<file path="src/rtl/seven_seg_pkg.sv">
// seven_seg_pkg: shared constants and the active-low hex glyph table for the seven-segment scanner.
package seven_seg_pkg;
    localparam logic [7:0] SEG_OFF = 8'hFF;
    localparam logic [6:0] GLYPH [16] = '{
        7'h40, 7'h79, 7'h24, 7'h30, 7'h19, 7'h12, 7'h02, 7'h78,
        7'h00, 7'h10, 7'h08, 7'h03, 7'h46, 7'h21, 7'h06, 7'h0E
    };
    function automatic logic [6:0] hex_to_seg(input logic [3:0] nib);
        return GLYPH[nib];
    endfunction
endpackage

</file>
<file path="src/rtl/seven_seg_scan_if.sv">
// seven_seg_scan_if: display data in, segment/anode pins and frame pulse out.
interface seven_seg_scan_if #(parameter int N_DIGITS = 8);
    logic                  en;
    logic [4*N_DIGITS-1:0] value;
    logic [N_DIGITS-1:0]   dp_in;
    logic [N_DIGITS-1:0]   blank_in;
    logic [7:0]            seg;
    logic [N_DIGITS-1:0]   an;
    logic                  frame_done;
    modport master (output en, value, dp_in, blank_in, input seg, an, frame_done);
    modport slave  (input en, value, dp_in, blank_in, output seg, an, frame_done);
endinterface

</file>
<file path="src/rtl/seg7_decode.sv">
// seg7_decode: nibble + decimal point + blank -> active-low {dp,g,f,e,d,c,b,a}.
module seg7_decode
    import seven_seg_pkg::*;
(
    input  logic [3:0] i_nib,
    input  logic       i_dp,
    input  logic       i_blank,
    output logic [7:0] o_seg
);
    assign o_seg = i_blank ? SEG_OFF : {~i_dp, hex_to_seg(i_nib)};
endmodule

</file>
<file path="src/rtl/seven_seg_scan.sv">
// seven_seg_scan: time-multiplexed N-digit hex display scanner with per-frame data capture.
// Define SEVEN_SEG_LZB_EN to enable leading-zero blanking on the captured frame.
module seven_seg_scan
    import seven_seg_pkg::*;
#(
    parameter int N_DIGITS  = 8,
    parameter int TICK_DIV  = 100000,
    parameter int BLANK_CYC = 16
) (
    input logic clk,
    input logic rst,
    seven_seg_scan_if.slave bus
);
    localparam int CNT_W = $clog2(TICK_DIV);
    localparam int IDX_W = N_DIGITS > 1 ? $clog2(N_DIGITS) : 1;

    logic [CNT_W-1:0]      r_cnt;
    logic [IDX_W-1:0]      r_idx;
    logic [4*N_DIGITS-1:0] r_val;
    logic [N_DIGITS-1:0]   r_dp, r_blank, r_an;
    logic [7:0]            r_seg;
    logic                  r_fd;
    logic                  w_wrap, w_frame_end, w_dark, w_blank;
    logic [N_DIGITS-1:0]   w_lz;
    logic [7:0]            w_seg;

    assign w_wrap      = r_cnt == CNT_W'(TICK_DIV - 1);
    assign w_frame_end = w_wrap && r_idx == IDX_W'(N_DIGITS - 1);
    assign w_dark      = r_cnt < CNT_W'(BLANK_CYC);

`ifdef SEVEN_SEG_LZB_EN
    logic w_run;
    // Digit 0 is never suppressed, so the scan stops at index 1.
    always_comb begin
        w_lz  = '0;
        w_run = 1'b1;
        for (int i = N_DIGITS - 1; i > 0; i--) begin
            w_run   = w_run && r_val[4*i +: 4] == 4'd0;
            w_lz[i] = w_run;
        end
    end
`else
    assign w_lz = '0;
`endif

    assign w_blank = r_blank[r_idx] | w_lz[r_idx];

    seg7_decode u_dec (
        .i_nib   (r_val[4*r_idx +: 4]),
        .i_dp    (r_dp[r_idx]),
        .i_blank (w_blank),
        .o_seg   (w_seg)
    );

    always_ff @(posedge clk or posedge rst) begin
        if (rst) begin
            r_cnt   <= '0;
            r_idx   <= '0;
            r_val   <= '0;
            r_dp    <= '0;
            r_blank <= '0;
            r_an    <= '1;
            r_seg   <= SEG_OFF;
            r_fd    <= 1'b0;
        end else if (!bus.en) begin
            r_cnt   <= '0;
            r_idx   <= '0;
            r_val   <= bus.value;
            r_dp    <= bus.dp_in;
            r_blank <= bus.blank_in;
            r_an    <= '1;
            r_seg   <= SEG_OFF;
            r_fd    <= 1'b0;
        end else begin
            r_cnt <= w_wrap ? '0 : r_cnt + 1'b1;
            r_idx <= w_wrap ? (w_frame_end ? '0 : r_idx + 1'b1) : r_idx;
            if (w_frame_end) begin
                r_val   <= bus.value;
                r_dp    <= bus.dp_in;
                r_blank <= bus.blank_in;
            end
            r_an  <= w_dark ? '1 : ~(N_DIGITS'(1) << r_idx);
            r_seg <= w_dark ? SEG_OFF : w_seg;
            r_fd  <= w_frame_end;
        end
    end

    assign bus.an         = r_an;
    assign bus.seg        = r_seg;
    assign bus.frame_done = r_fd;
endmodule

</file>
<file path="src/flat_wrapper.sv">
// flat-port wrapper written by rule: the top's interface ports become plain ports
module seven_seg_scan_flat import seven_seg_pkg::*;
#(
    parameter int N_DIGITS  = 8,
    parameter int TICK_DIV  = 100000,
    parameter int BLANK_CYC = 16
)
  (clk, rst, bus_en, bus_value, bus_dp_in, bus_blank_in, bus_seg, bus_an, bus_frame_done);
  seven_seg_scan_if #(.N_DIGITS(N_DIGITS)) bus_i ();
  input logic clk;
  input logic rst;
  input wire logic [$bits(bus_i.en)-1:0] bus_en;
  input wire logic [$bits(bus_i.value)-1:0] bus_value;
  input wire logic [$bits(bus_i.dp_in)-1:0] bus_dp_in;
  input wire logic [$bits(bus_i.blank_in)-1:0] bus_blank_in;
  output wire logic [$bits(bus_i.seg)-1:0] bus_seg;
  output wire logic [$bits(bus_i.an)-1:0] bus_an;
  output wire logic [$bits(bus_i.frame_done)-1:0] bus_frame_done;
  assign bus_i.en = bus_en;
  assign bus_i.value = bus_value;
  assign bus_i.dp_in = bus_dp_in;
  assign bus_i.blank_in = bus_blank_in;
  assign bus_seg = bus_i.seg;
  assign bus_an = bus_i.an;
  assign bus_frame_done = bus_i.frame_done;
  seven_seg_scan #(.N_DIGITS(N_DIGITS), .TICK_DIV(TICK_DIV), .BLANK_CYC(BLANK_CYC)) u_core (.clk(clk), .rst(rst), .bus(bus_i));
endmodule
</file>
<file path="config.mk">
export PLATFORM = sky130hd
export DESIGN_NAME = seven_seg_scan_flat
export DESIGN_NICKNAME = d
export VERILOG_FILES = /design/src/rtl/seven_seg_pkg.sv /design/src/rtl/seven_seg_scan_if.sv /design/src/rtl/seg7_decode.sv /design/src/rtl/seven_seg_scan.sv /design/src/flat_wrapper.sv
export SDC_FILE = /design/constraint.sdc
export NUM_CORES = 1
export LEC_CHECK = 0
export ABC_AREA = 1
export BUFFER_PORTS_ARGS = -buffer_cell sky130_fd_sc_hd__buf_2
export CORE_ASPECT_RATIO = 0.75
export CORE_MARGIN = 2
export CORE_UTILIZATION = 50
export CTS_CLUSTER_SIZE = 24
export DETAILED_ROUTE_END_ITERATION = 7
export PLACE_DENSITY = 0.82
export SLEW_MARGIN = 25
export SYNTH_ARGS = -nofsm -noshare
export SYNTH_HDL_FRONTEND = slang
export SYNTH_SLANG_ARGS = --single-unit
</file>
<file path="constraint.sdc">
create_clock -name clk -period 5.9 [get_ports clk]
set_input_delay 0.59 -clock clk [delete_from_list [all_inputs] [get_ports clk]]
set_output_delay 0.59 -clock clk [all_outputs]
set_load 0.02 [all_outputs]
</file>
==> summary.md <==
| Metric | Value |
|---|---|
| Fin crit share | `0.494` |
| Pre-antenna DRT Iters | `7` |
| Register-to-register setup slack | `2.98 ns` |
| Top FF cell, synth | `dfrtp_1` |
| RSZ-0062 raised after global routing | `false` |
| Setup Buffers After CTS | `0` |
| Placer Congestion | `0.916` |
| CTS Hold Bufs | `0` |
| Ys Warns | `0` |
| Gr usage total | `0.224` |
| Vias | `3742` |
| Routed wire per std cell | `13.9 um` |
| Post-synth EDFFs | `0` |
| TNS Setup | `0 ns` |
| Post-CTS sizing | `0` |
| Vias/cell | `5.15` |
| Final clock skew | `0.00426 ns` |
| Layout Nets | `678` |
| Peak VDD IR | `162 uV` |
| Met2 Wirelength | `4.26 mm` |
| Area delta synth->final | `15.2%` |
| Fmax | `343 MHz` |
| Antenna Nets Post-Route | `0` |
| Clk_lat worst skew | `0.34 ns` |
| Final setup fails | `0` |
| Met3 wire len | `722 um` |
| First-pass GRT wire length | `17.3 mm` |
| CTS Buffer Depth | `2` |
| Mapped Cells | `557` |
| Post-synth ARST share | `1.00` |
| Worst-path fanout max | `79` |
| Critical Path AT | `3.09 ns` |
| Area after DPL | `0.00475 mm2` |
| Clock transition at path regs | `0.06 ns` |
| Synthesized cell area | `0.00442 mm2` |
| Grt ovf | `0` |
| Die height | `85.4 um` |
| Max_cap viols | `0` |
| Cell variety after synth | `30` |
| I/O pin count | `68` |
| Initial antenna violation count | `0` |
| Status | `finished clean` |
| Syn nets | `621` |
| CTS tree | `done` |
| P_leak | `2.54 nW` |
| Die ar. | `0.00961 mm2` |
| Top routing layer used | `met4` |
| Final Instance Area | `0.00509 mm2` |
| WP data required | `6.08 ns` |
| #FFs+latches synth | `85` |
| Syn Area/Cell | `7.93 um2` |
| Seq/Total Area, Yosys | `0.486` |
| Die Span X | `113 um` |
| Reg2Reg Depth | `5` |
| Met1 Wirelength | `4.97 mm` |
| Tmin final | `2.92 ns` |
| CTS Sinks | `85` |
| Critical path type | `reg2reg` |
| Top post-synthesis cells by area | `dfrtp_1, nand2_1, dfstp_2, nand3_1, inv_1` |
| Critical Path Start Type | `register` |
| H-tree depth | `3` |
| Final wirelength | `10.1 mm` |
| Number of global-route vias before repair | `3603` |
| Finished Layout Cells | `727` |
| Port bufs | `67` |
| Largest net degree at the start of global routing | `86` |
| Placed Cells | `711` |
| RR Endpoint | `u_core.r_val[25]` |
| CTS root buf | `clkbuf_16` |
| Drt drc | `0` |
| Final Hold Violating Endpoints | `0` |
| Max-slew violations | `0` |
| # fillers | `717` |
| Initial drt markers | `348` |
| Synth top area share | `0.391` |
| Fraction of layout cells with a size suffix above 1 | `0.200` |
| Relative slew slack | `0.385` |
| Pwr Total | `1.37 mW` |
| HP Class | `in2async` |
| Area leader, netlist | `dfrtp_1` |
| RR Startpoint | `u_core.r_idx[0]` |
| Setup crit end kind | `register` |
| Initial Utilization | `0.518` |
| Cts bufs inserted | `9` |
| Core footprint | `0.00853 mm2` |
| Worst-Margin Slew | `0.922 ns` |
| Power density over the cells | `270 mW/mm2` |
| Ant. Diodes | `0` |
| Post-detail-place hpwl | `6.99 mm` |
| Row Count | `29` |
-- through the flow --
stage               utilization  setup WS (ns)  hold slack (ns)
finish                    0.596           2.98            0.433
global route              0.596           2.67            0.451
CTS                       0.596           2.99            0.438
detailed placement        0.557           3.01            0.464
global placement          0.557           3.18            0.449
floorplan                     -           3.14            0.433
-- state kept, by name, summed over array words and instances (netlist names) --
signal,cells
u_core.bus.an,8
u_core.bus.frame_done,1
u_core.bus.seg,8
u_core.r_blank,8
u_core.r_cnt,17
u_core.r_dp,8
u_core.r_idx,3
u_core.r_val,32
-- critical path, stage by stage, from the launching register on --
cell and delay, ns:
dfrtp_1 0.95, ha_1 0.30, ha_1 0.18, nand3_2 0.36, nand2_4 0.73, o21ai_0 0.21
-- cell usage in the layout (no fill, tap or decap), types with 2 or more instances in the layout --
cell	count
dfstp_2	16
buf_2	67
nor3_1	6
nand4_1	4
nor2_1	44
nand3_2	3
dfrtp_1	69
nand3_1	83
o21ai_0	40
nand2_2	13
bufinv_16	2
nand3b_1	3
clkinv_2	2
nor2_2	2
inv_1	62
xor2_1	7
clkbuf_16	9
nand2_1	151
a21oi_1	10
ha_1	13
-- final cells by class --
type | count | area (um2) | area share
timing repair buffer | 68 | 347 | 0.0681
multi-input combinational | 384 | 1870 | 0.368
clock inverter | 6 | 93.8 | 0.0185
sequential | 85 | 2150 | 0.422
inverter | 66 | 251 | 0.0494
clock buffer | 10 | 239 | 0.0470
tap | 108 | 135 | 0.0266
-- cell usage after synthesis (4+ instances only) --
cell and number:
o21ai_0 40, nand2_2 13, dfrtp_1 69, nor3_1 6, a21oi_1 10, nand3_1 83, buf_2 10, inv_1 63
nand4_1 4, nand2_1 151, nor2_1 44, dfstp_2 16, buf_6 4, xor2_1 7, ha_1 13
-- routing by layer --
layer,global-route usage,up-vias
met4,0.0676,0
met2,0.330,136
met1,0.332,1720
met3,0.0514,12
met5,0,-
li1,-,1874
-- cells by family after synthesis --
logic type / Yosys count / synth area share
and+or+nand+nor: 313 / 0.316
buffers and inverters: 88 / 0.0895
DFF: 85 / 0.486
AOI/OAI and AO/OA: 51 / 0.0578
adders and majority gates: 13 / 0.0368
xor gates and xnor gates: 7 / 0.0139
-- how the worst max path moves through the flow --
stage / from / slack, ns / end / depth (start not counted)
floorplan: rst / 3.14 / u_core.bus.frame_done / 1
global placement: u_core.r_idx[0] / 3.18 / u_core.r_val[22] / 5
detailed placement: u_core.r_idx[0] / 3.01 / u_core.r_val[25] / 5
CTS: u_core.r_idx[0] / 2.99 / u_core.r_val[25] / 5
global route: u_core.r_idx[0] / 2.67 / u_core.r_val[22] / 6
finish: u_core.r_idx[0] / 2.98 / u_core.r_val[25] / 5
-- where the power goes --
group	switching, mW	internal (mW)	total (mW)	leakage [nW]
Clock	0.236	0.387	0.622	0.165
Combinational	0.0799	0.0437	0.124	1.33
Sequential	0.0135	0.614	0.628	1.04
Total	0.329	1.04	1.37	2.54
(Power assumes the default switching activity.)
